`src/rtl/bfp16_pkg.sv`:
```
// -----------------------------------------------------------------------------
// bfp16_pkg
// Shared constants, FSM state type and helpers for the bfp16 PE-column
// scheduler (bfp16_col_sched) and its lane skew buffer (bfp16_skew_buf).
// -----------------------------------------------------------------------------
package bfp16_pkg;

  localparam int DATA_TYPE = 16;  // element width (bfp16)
  localparam int LANES     = 8;   // PE column depth / ifmap lanes / weight vector length
  localparam int MAX_ROWS  = 16;  // maximum rows per job

  typedef enum logic [2:0] {
    IDLE   = 3'd0,
    LOAD_W = 3'd1,
    STREAM = 3'd2,
    DRAIN  = 3'd3,
    DONE   = 3'd4
  } state_t;

  // Row count actually processed: requested rows capped at the job limit.
  function automatic logic [4:0] clamp_rows(input logic [4:0] req, input logic [4:0] lim);
    if (req > lim) begin
      return lim;
    end else begin
      return req;
    end
  endfunction

endpackage

```
`src/rtl/bfp16_skew_buf.sv`:
```
// -----------------------------------------------------------------------------
// bfp16_skew_buf
// Diagonal skew for the ifmap row bus: lane k is delayed by k register stages
// so that element k of a row reaches PE k one cycle after element k-1.
// Lane 0 occupies the MSBs of both buses.
//
// Ports:
//   clk       clock
//   clear     synchronous clear of every delay stage
//   in_valid  in_data carries a real row this cycle; otherwise zeros enter
//   in_data   unskewed row, LANES x DATA_TYPE
//   out_data  skewed row, LANES x DATA_TYPE
// -----------------------------------------------------------------------------
module bfp16_skew_buf #(
  parameter int LANES     = 8,
  parameter int DATA_TYPE = 16
) (
  input  logic                         clk,
  input  logic                         clear,
  input  logic                         in_valid,
  input  logic [LANES*DATA_TYPE-1:0]   in_data,
  output logic [LANES*DATA_TYPE-1:0]   out_data
);

  logic [LANES*DATA_TYPE-1:0] gated_s;

  // Blank the row bus on cycles without fresh read data so idle slots read 0
  always_comb begin
    if (in_valid) begin
      gated_s = in_data;
    end else begin
      gated_s = {(LANES*DATA_TYPE){1'b0}};
    end
  end

  for (genvar k = 0; k < LANES; k++) begin : g_lane
    localparam int LO = (LANES - 1 - k) * DATA_TYPE;

    if (k == 0) begin : g_direct
      assign out_data[LO +: DATA_TYPE] = gated_s[LO +: DATA_TYPE];
    end else begin : g_delay
      logic [DATA_TYPE-1:0] dly_r [k];

      // k-stage shift register for lane k
      always_ff @(posedge clk) begin
        if (clear) begin
          for (int s = 0; s < k; s++) begin
            dly_r[s] <= {DATA_TYPE{1'b0}};
          end
        end else begin
          dly_r[0] <= gated_s[LO +: DATA_TYPE];
          for (int s = 1; s < k; s++) begin
            dly_r[s] <= dly_r[s-1];
          end
        end
      end

      assign out_data[LO +: DATA_TYPE] = dly_r[k-1];
    end
  end

endmodule

```
`src/rtl/bfp16_col_sched.sv`:
```
// -----------------------------------------------------------------------------
// bfp16_col_sched
// Job scheduler for one bfp16 PE column. For a job of M rows it serially
// loads LANES weights into the column, streams M ifmap rows through a lane
// skew buffer, and collects one column result per row.
//
// Job timeline (S = cycle start is accepted in IDLE):
//   S+j       w_addr = j (j = 0..LANES-1); data returns one cycle later and is
//             forwarded on pe_weight with pe_ctrl = 0
//   S+8+r     x_rd_en, x_addr = r
//   S+9+r+k   element k of row r on pe_ifmap lane k
//   S+16+r+OUT_LAT  res_valid, res_idx = r, res_data = pe_out
//   last result + 1: done pulse, then back to IDLE
//
// Ports:
//   clk, rst            clock; synchronous active-high reset
//   start, num_rows     job request and requested row count (capped at MAX_ROWS)
//   busy, done          job in progress; one-cycle completion pulse
//   w_addr, w_data      weight buffer read port (1-cycle latency)
//   x_rd_en, x_addr,    ifmap row buffer read port (1-cycle latency)
//   x_data
//   pe_ctrl             0 = weight load, 1 = compute
//   pe_weight           serial weight to the column
//   pe_ifmap            skewed ifmap row to the column
//   pe_out              column result
//   res_valid, res_idx, result strobe, row index and value
//   res_data
//   perf_cycles         busy-cycle counter, only when BFP16_COL_SCHED_PERF_EN
//                       is defined
// -----------------------------------------------------------------------------
module bfp16_col_sched #(
  parameter int DATA_TYPE = bfp16_pkg::DATA_TYPE,
  parameter int LANES     = bfp16_pkg::LANES,
  parameter int MAX_ROWS  = bfp16_pkg::MAX_ROWS,
  parameter int OUT_LAT   = 2
) (
  input  logic                          clk,
  input  logic                          rst,
  input  logic                          start,
  input  logic [4:0]                    num_rows,
  output logic                          busy,
  output logic                          done,
  output logic [$clog2(LANES)-1:0]      w_addr,
  input  logic [DATA_TYPE-1:0]          w_data,
  output logic                          x_rd_en,
  output logic [$clog2(MAX_ROWS)-1:0]   x_addr,
  input  logic [LANES*DATA_TYPE-1:0]    x_data,
  output logic                          pe_ctrl,
  output logic [DATA_TYPE-1:0]          pe_weight,
  output logic [LANES*DATA_TYPE-1:0]    pe_ifmap,
  input  logic [DATA_TYPE-1:0]          pe_out,
  output logic                          res_valid,
  output logic [$clog2(MAX_ROWS)-1:0]   res_idx,
  output logic [DATA_TYPE-1:0]          res_data
`ifdef BFP16_COL_SCHED_PERF_EN
  ,
  output logic [15:0]                   perf_cycles
`endif
);

  import bfp16_pkg::*;

  localparam int WAW   = $clog2(LANES);
  localparam int XAW   = $clog2(MAX_ROWS);
  localparam int LAT_W = $clog2(LANES + OUT_LAT + 1);
  localparam logic [WAW-1:0]   W_LAST   = WAW'(LANES - 1);
  // Cycles from the first row read to the cycle before its result strobe.
  localparam logic [LAT_W-1:0] LAT_LAST = LAT_W'(LANES + OUT_LAT - 1);
  localparam logic [4:0]       ROW_LIM  = 5'(MAX_ROWS);

  state_t               state_r;
  logic [4:0]           m_r;
  logic [4:0]           res_cnt_r;
  logic [LAT_W-1:0]     lat_r;
  logic                 busy_r;
  logic                 done_r;
  logic                 wload_r;
  logic                 x_rd_en_r;
  logic                 xv_r;
  logic                 pe_ctrl_r;
  logic                 res_valid_r;
  logic [WAW-1:0]       w_addr_r;
  logic [XAW-1:0]       x_addr_r;
  logic [XAW-1:0]       res_idx_r;

  logic [4:0]           m_start_s;
  logic                 row_last_s;
  logic                 res_last_s;
  logic                 in_flight_s;
  logic                 res_fire_s;
  logic [DATA_TYPE-1:0] pe_weight_s;
  logic [DATA_TYPE-1:0] res_data_s;

  assign m_start_s   = clamp_rows(num_rows, ROW_LIM);
  assign row_last_s  = ((5'(x_addr_r) + 5'd1) == m_r);
  assign res_last_s  = ((5'(res_idx_r) + 5'd1) == m_r);
  assign in_flight_s = (state_r == STREAM) || (state_r == DRAIN);
  // Rows are read back-to-back, so once the first result is due the rest
  // follow on consecutive cycles until all M have been issued.
  assign res_fire_s  = in_flight_s && (lat_r == LAT_LAST) && (res_cnt_r < m_r);

  // Job FSM with all control outputs registered
  always_ff @(posedge clk) begin
    if (rst) begin
      state_r     <= IDLE;
      m_r         <= 5'd0;
      res_cnt_r   <= 5'd0;
      lat_r       <= {LAT_W{1'b0}};
      busy_r      <= 1'b0;
      done_r      <= 1'b0;
      wload_r     <= 1'b0;
      x_rd_en_r   <= 1'b0;
      xv_r        <= 1'b0;
      pe_ctrl_r   <= 1'b0;
      res_valid_r <= 1'b0;
      w_addr_r    <= {WAW{1'b0}};
      x_addr_r    <= {XAW{1'b0}};
      res_idx_r   <= {XAW{1'b0}};
    end else begin
      done_r      <= 1'b0;
      wload_r     <= 1'b0;
      res_valid_r <= 1'b0;
      xv_r        <= x_rd_en_r;

      if (in_flight_s && (lat_r != LAT_LAST)) begin
        lat_r <= lat_r + LAT_W'(1);
      end

      if (res_fire_s) begin
        res_valid_r <= 1'b1;
        res_idx_r   <= res_cnt_r[XAW-1:0];
        res_cnt_r   <= res_cnt_r + 5'd1;
      end

      case (state_r)
        IDLE: begin
          busy_r    <= 1'b0;
          pe_ctrl_r <= 1'b0;
          x_rd_en_r <= 1'b0;
          w_addr_r  <= {WAW{1'b0}};
          x_addr_r  <= {XAW{1'b0}};
          if (start) begin
            busy_r    <= 1'b1;
            m_r       <= m_start_s;
            lat_r     <= {LAT_W{1'b0}};
            res_cnt_r <= 5'd0;
            res_idx_r <= {XAW{1'b0}};
            if (m_start_s == 5'd0) begin
              state_r <= DONE;
              done_r  <= 1'b1;
            end else begin
              // Address 0 was already on the bus during the start cycle.
              state_r  <= LOAD_W;
              w_addr_r <= WAW'(1);
              wload_r  <= 1'b1;
            end
          end else begin
            state_r <= IDLE;
          end
        end

        LOAD_W: begin
          // Still forwarding: the read for this cycle's address returns next cycle.
          wload_r <= 1'b1;
          if (w_addr_r == W_LAST) begin
            state_r   <= STREAM;
            w_addr_r  <= {WAW{1'b0}};
            x_rd_en_r <= 1'b1;
            x_addr_r  <= {XAW{1'b0}};
          end else begin
            w_addr_r <= w_addr_r + WAW'(1);
          end
        end

        STREAM: begin
          pe_ctrl_r <= 1'b1;
          if (row_last_s) begin
            state_r   <= DRAIN;
            x_rd_en_r <= 1'b0;
            x_addr_r  <= {XAW{1'b0}};
          end else begin
            x_addr_r <= x_addr_r + XAW'(1);
          end
        end

        DRAIN: begin
          if (res_valid_r && res_last_s) begin
            state_r   <= DONE;
            done_r    <= 1'b1;
            pe_ctrl_r <= 1'b0;
          end else begin
            pe_ctrl_r <= 1'b1;
          end
        end

        DONE: begin
          state_r <= IDLE;
          busy_r  <= 1'b0;
        end

        default: begin
          state_r <= IDLE;
        end
      endcase
    end
  end

  // Weight bus carries buffer data only during the load window
  always_comb begin
    if (wload_r) begin
      pe_weight_s = w_data;
    end else begin
      pe_weight_s = {DATA_TYPE{1'b0}};
    end
  end

  // Result value is only meaningful on the strobe cycle
  always_comb begin
    if (res_valid_r) begin
      res_data_s = pe_out;
    end else begin
      res_data_s = {DATA_TYPE{1'b0}};
    end
  end

  bfp16_skew_buf #(
    .LANES     (LANES),
    .DATA_TYPE (DATA_TYPE)
  ) u_skew (
    .clk      (clk),
    .clear    (rst),
    .in_valid (xv_r),
    .in_data  (x_data),
    .out_data (pe_ifmap)
  );

`ifdef BFP16_COL_SCHED_PERF_EN
  logic [15:0] perf_r;

  // Busy-cycle counter: cleared on accepted start, saturating, held when idle
  always_ff @(posedge clk) begin
    if (rst) begin
      perf_r <= 16'h0000;
    end else if ((state_r == IDLE) && start) begin
      perf_r <= 16'h0000;
    end else if (busy_r && (perf_r != 16'hFFFF)) begin
      perf_r <= perf_r + 16'h0001;
    end else begin
      perf_r <= perf_r;
    end
  end

  assign perf_cycles = perf_r;
`endif

  assign busy      = busy_r;
  assign done      = done_r;
  assign w_addr    = w_addr_r;
  assign x_rd_en   = x_rd_en_r;
  assign x_addr    = x_addr_r;
  assign pe_ctrl   = pe_ctrl_r;
  assign pe_weight = pe_weight_s;
  assign res_valid = res_valid_r;
  assign res_idx   = res_idx_r;
  assign res_data  = res_data_s;

endmodule

```
`config.mk`:
```
export PLATFORM = sky130hd
export DESIGN_NAME = bfp16_col_sched
export DESIGN_NICKNAME = d
export VERILOG_FILES = /design/src/rtl/bfp16_pkg.sv /design/src/rtl/bfp16_skew_buf.sv /design/src/rtl/bfp16_col_sched.sv
export SDC_FILE = /design/constraint.sdc
export NUM_CORES = 1
export LEC_CHECK = 0
export BUFFER_PORTS_ARGS = -buffer_cell sky130_fd_sc_hd__buf_2
export CORE_MARGIN = 2
export CORE_UTILIZATION = 55
export CTS_BUF_LIST = sky130_fd_sc_hd__clkbuf_8
export DETAILED_ROUTE_END_ITERATION = 7
export PLACE_DENSITY = 0.81
export SETUP_SLACK_MARGIN = 0.3
export SLEW_MARGIN = 20
export SYNTH_ARGS = -nofsm -noshare
export SYNTH_HDL_FRONTEND = slang
export SYNTH_SLANG_ARGS = --single-unit
```
`constraint.sdc`:
```
create_clock -name clk -period 2.6 [get_ports clk]
set_input_delay 0.39 -clock clk [delete_from_list [all_inputs] [get_ports clk]]
set_output_delay 0.39 -clock clk [all_outputs]
set_load 0.05 [all_outputs]
```
==> flow_summary.json <==
{
  "synthTopCellsByArea": "dfxtp_1, nor2b_1, and2_1, buf_4, clkbuf_1",
  "fin_nets": 1817,
  "synth.most_common_cell": "dfxtp_1",
  "seq_area_frac_synth_pct": 65.7,
  "cts_tree": "done",
  "crit_arrival_ns": 2.58,
  "synth_edf_count": 0,
  "maxSlewViolCount": 0,
  "grtUsageTotal_pct": 18.6,
  "drcViolationCount": 0,
  "num_vias": 8949,
  "synth_warnings": 0,
  "first_global_vias": 9080,
  "seq_power_share_pct": 53.4,
  "die_y_um": 168,
  "period_share_pct": 80.0,
  "fp.dieArea_um2": 28100,
  "hold_buffers": 66,
  "numCtsBuffers": 74,
  "combPwrFrac_pct": 3.3,
  "syn_nets": 1465,
  "synth_top_area_share_pct": 65.7,
  "hold_viol": 0,
  "post_cts_resized": 0,
  "max-slew-margin-rel_pct": 43.3,
  "drt_iter0_drc": 352,
  "vias_per_cell": 4.42,
  "dpl.hpwl_um": 15600,
  "pin_count": 344,
  "power.density_nw_per_um2": 762,
  "syn-mean-instance-area_um2": 11.4,
  "clockRootBuffer": "clkbuf_8",
  "portBuffers": 343,
  "ys_ff_latch": 483,
  "post-route-util_pct": 69.8,
  "fin_skew_ns": 0.0234,
  "drive_above_1_share_pct": 27.2,
  "critPathLaunchType": "register",
  "coreArea_um2": 26100,
  "path_max_fanout": 7,
  "critPathKind": "reg -> reg",
  "gp_congestion": 0.820,
  "grt_pass1_wl_um": 42400,
  "fin_tns_setup_ns": 0,
  "clock_latency_ns": 0.58,
  "yosysUniqueCellTypes": 41,
  "clockBufferDepth": 3,
  "clkPwrFrac_pct": 43.3,
  "yosys_most_used_dff": "dfxtp_1",
  "end_kind": "register",
  "max-vdd-ir-drop_mv": 0.588,
  "switching_power_w": 0.00296,
  "max-cap-violations": 0,
  "first_pass_iters": 4,
  "area_growth_pct": 24.0,
  "clk_pin_slew_ns": 0.06,
  "numPlacedInstances": 1829,
  "post_cts_buffers": 0,
  "htree_levels": 3,
  "tightest_slew_ns": 0.850,
  "grt-ovfl-total": 0,
  "die_w_um": 168,
  "ys_async_sr_fraction_pct": 0,
  "min_path_type": "in -> reg",
  "p_int_w": 0.0109,
  "grt_max_degree": 220,
  "drt_wl_total_um": 26400,
  "min_period_ns": 2.08,
  "antenna_found_initial": 1,
  "required_ns": 3.10,
  "fin_cells": 2025,
  "ant_nets": 0,
  "syn_area_um2": 14700,
  "yosys-top-cells-count": "dfxtp_1, nor2b_1, and2_1",
  "max_freq_ghz": 0.481,
  "p_leak_nw": 8.28,
  "swShare_pct": 21.3,
  "rsz0062_at_grt": "no",
  "clock_sinks": 483,
  "initial_core_util_pct": 56.3,
  "rows": 59,
  "syn_inst": 1286,
  "wire_per_inst_um": 13.0,
  "status": "complete, no violations",
  "synth_largest_area_cell": "dfxtp_1",
  "setup_viol": 0
}
-- state kept, by name, indices dropped and copies added (netlist names), 3 cells and up --
register / count
res_cnt_r: 5
u_skew.g_lane.g_delay.dly_r: 448
w_addr: 3
state_r: 3
res_idx: 4
x_addr: 4
m_r: 5
lat_r: 4
-- metal layers --
| layer | wire (um) | global-route usage (%) | vias up |
|---|---|---|---|
| li1 | - | - | 4597 |
| met4 | 724 | 7.98 | 0 |
| met1 | 10800 | 20.8 | 4004 |
| met2 | 13000 | 32.3 | 286 |
| met3 | 1930 | 6.41 | 62 |
| met5 | 0 | 0 | - |
-- worst paths after layout --
kind	cells past startpoint	startpoint	slack, ns	to
max reg2reg	6	m_r[4]	0.52	res_idx[3]
min	2	x_data[47]	0.03	u_skew.g_lane[5].g_delay.dly_r[0][15]
min reg2reg	1	u_skew.g_lane[7].g_delay.dly_r[0][42]	0.42	u_skew.g_lane[7].g_delay.dly_r[0][58]
max	6	m_r[4]	0.52	res_idx[3]
-- power groups by stage --
stage	combinational [W]	sequential, W	clock (W)
final	0.000454	0.00743	0.00602
after global routing	0.000494	0.00742	0.00655
after CTS	0.000449	0.00743	0.00619
after detailed placement	0.000371	0.00759	0
after global placement	0.000365	0.00759	0
after floorplan	0.000197	0.00759	0
-- per-stage QoR --
step | area, um^2 | worst slack [ns] | hold WS [ns] | power (W)
5_1_grt | 18200 | 0.392 | 0.000664 | 0.0145
2_1_floorplan | 14700 | 0.722 | 0.414 | 0.00779
4_1_cts | 18200 | 0.554 | 0.0000780 | 0.0141
3_5_place_dp | 16100 | 0.572 | 0.420 | 0.00796
6_report | 18200 | 0.520 | 0.0257 | 0.0139
3_3_place_gp | 16100 | 0.681 | 0.416 | 0.00795
-- cell families after synthesis --
group                      share of synthesized area, %
muxes                                             0.680
DFF                                                65.7
adders and majority gates                         0.935
and+or+nand+nor                                    24.2
AOI/OAI and AO/OA                                  2.01
buffers and inverters                              5.76
xor gates and xnor gates                          0.714
-- critical path, cell delays in order (launching register included) --
cell	delay, ns
dfxtp_1	0.40
inv_1	0.09
ha_1	0.41
a2111oi_4	0.46
inv_2	0.08
a31oi_4	0.32
mux2i_1	0.24
-- layout make-up --
| cell class | count | area (um^2) |
|---|---|---|
| sequential | 483 | 9670 |
| fill | 1862 | 7880 |
| multi-input combinational | 658 | 4210 |
| timing repair buffer | 414 | 2450 |
| clock buffer | 93 | 1280 |
| tap | 335 | 419 |
| clock inverter | 34 | 190 |
| inverter | 7 | 26.3 |
| antenna | 1 | 2.50 |
-- placed cells by master (no fill, tap or decap), types with 2 or more instances in the layout --
cell / n
xor2_1: 3
dlygate4sd3_1: 68
clkbuf_8: 93
buf_2: 342
clkinvlp_4: 2
nand2b_1: 4
clkinv_2: 5
nand3_1: 6
inv_6: 2
buf_12: 2
or2_2: 2
ha_1: 11
a211oi_1: 3
mux2i_1: 10
nor2_1: 13
o21ai_0: 4
a221oi_1: 2
xnor2_1: 9
dfxtp_1: 483
or3_1: 4
a21o_1: 3
and2_1: 163
and3b_1: 2
a31oi_1: 4
nand3b_1: 8
o22ai_1: 2
a21oi_1: 16
inv_1: 28
nand4_1: 4
nand2_1: 31
nor2b_1: 341
Power figures use the tool's default switching activity.
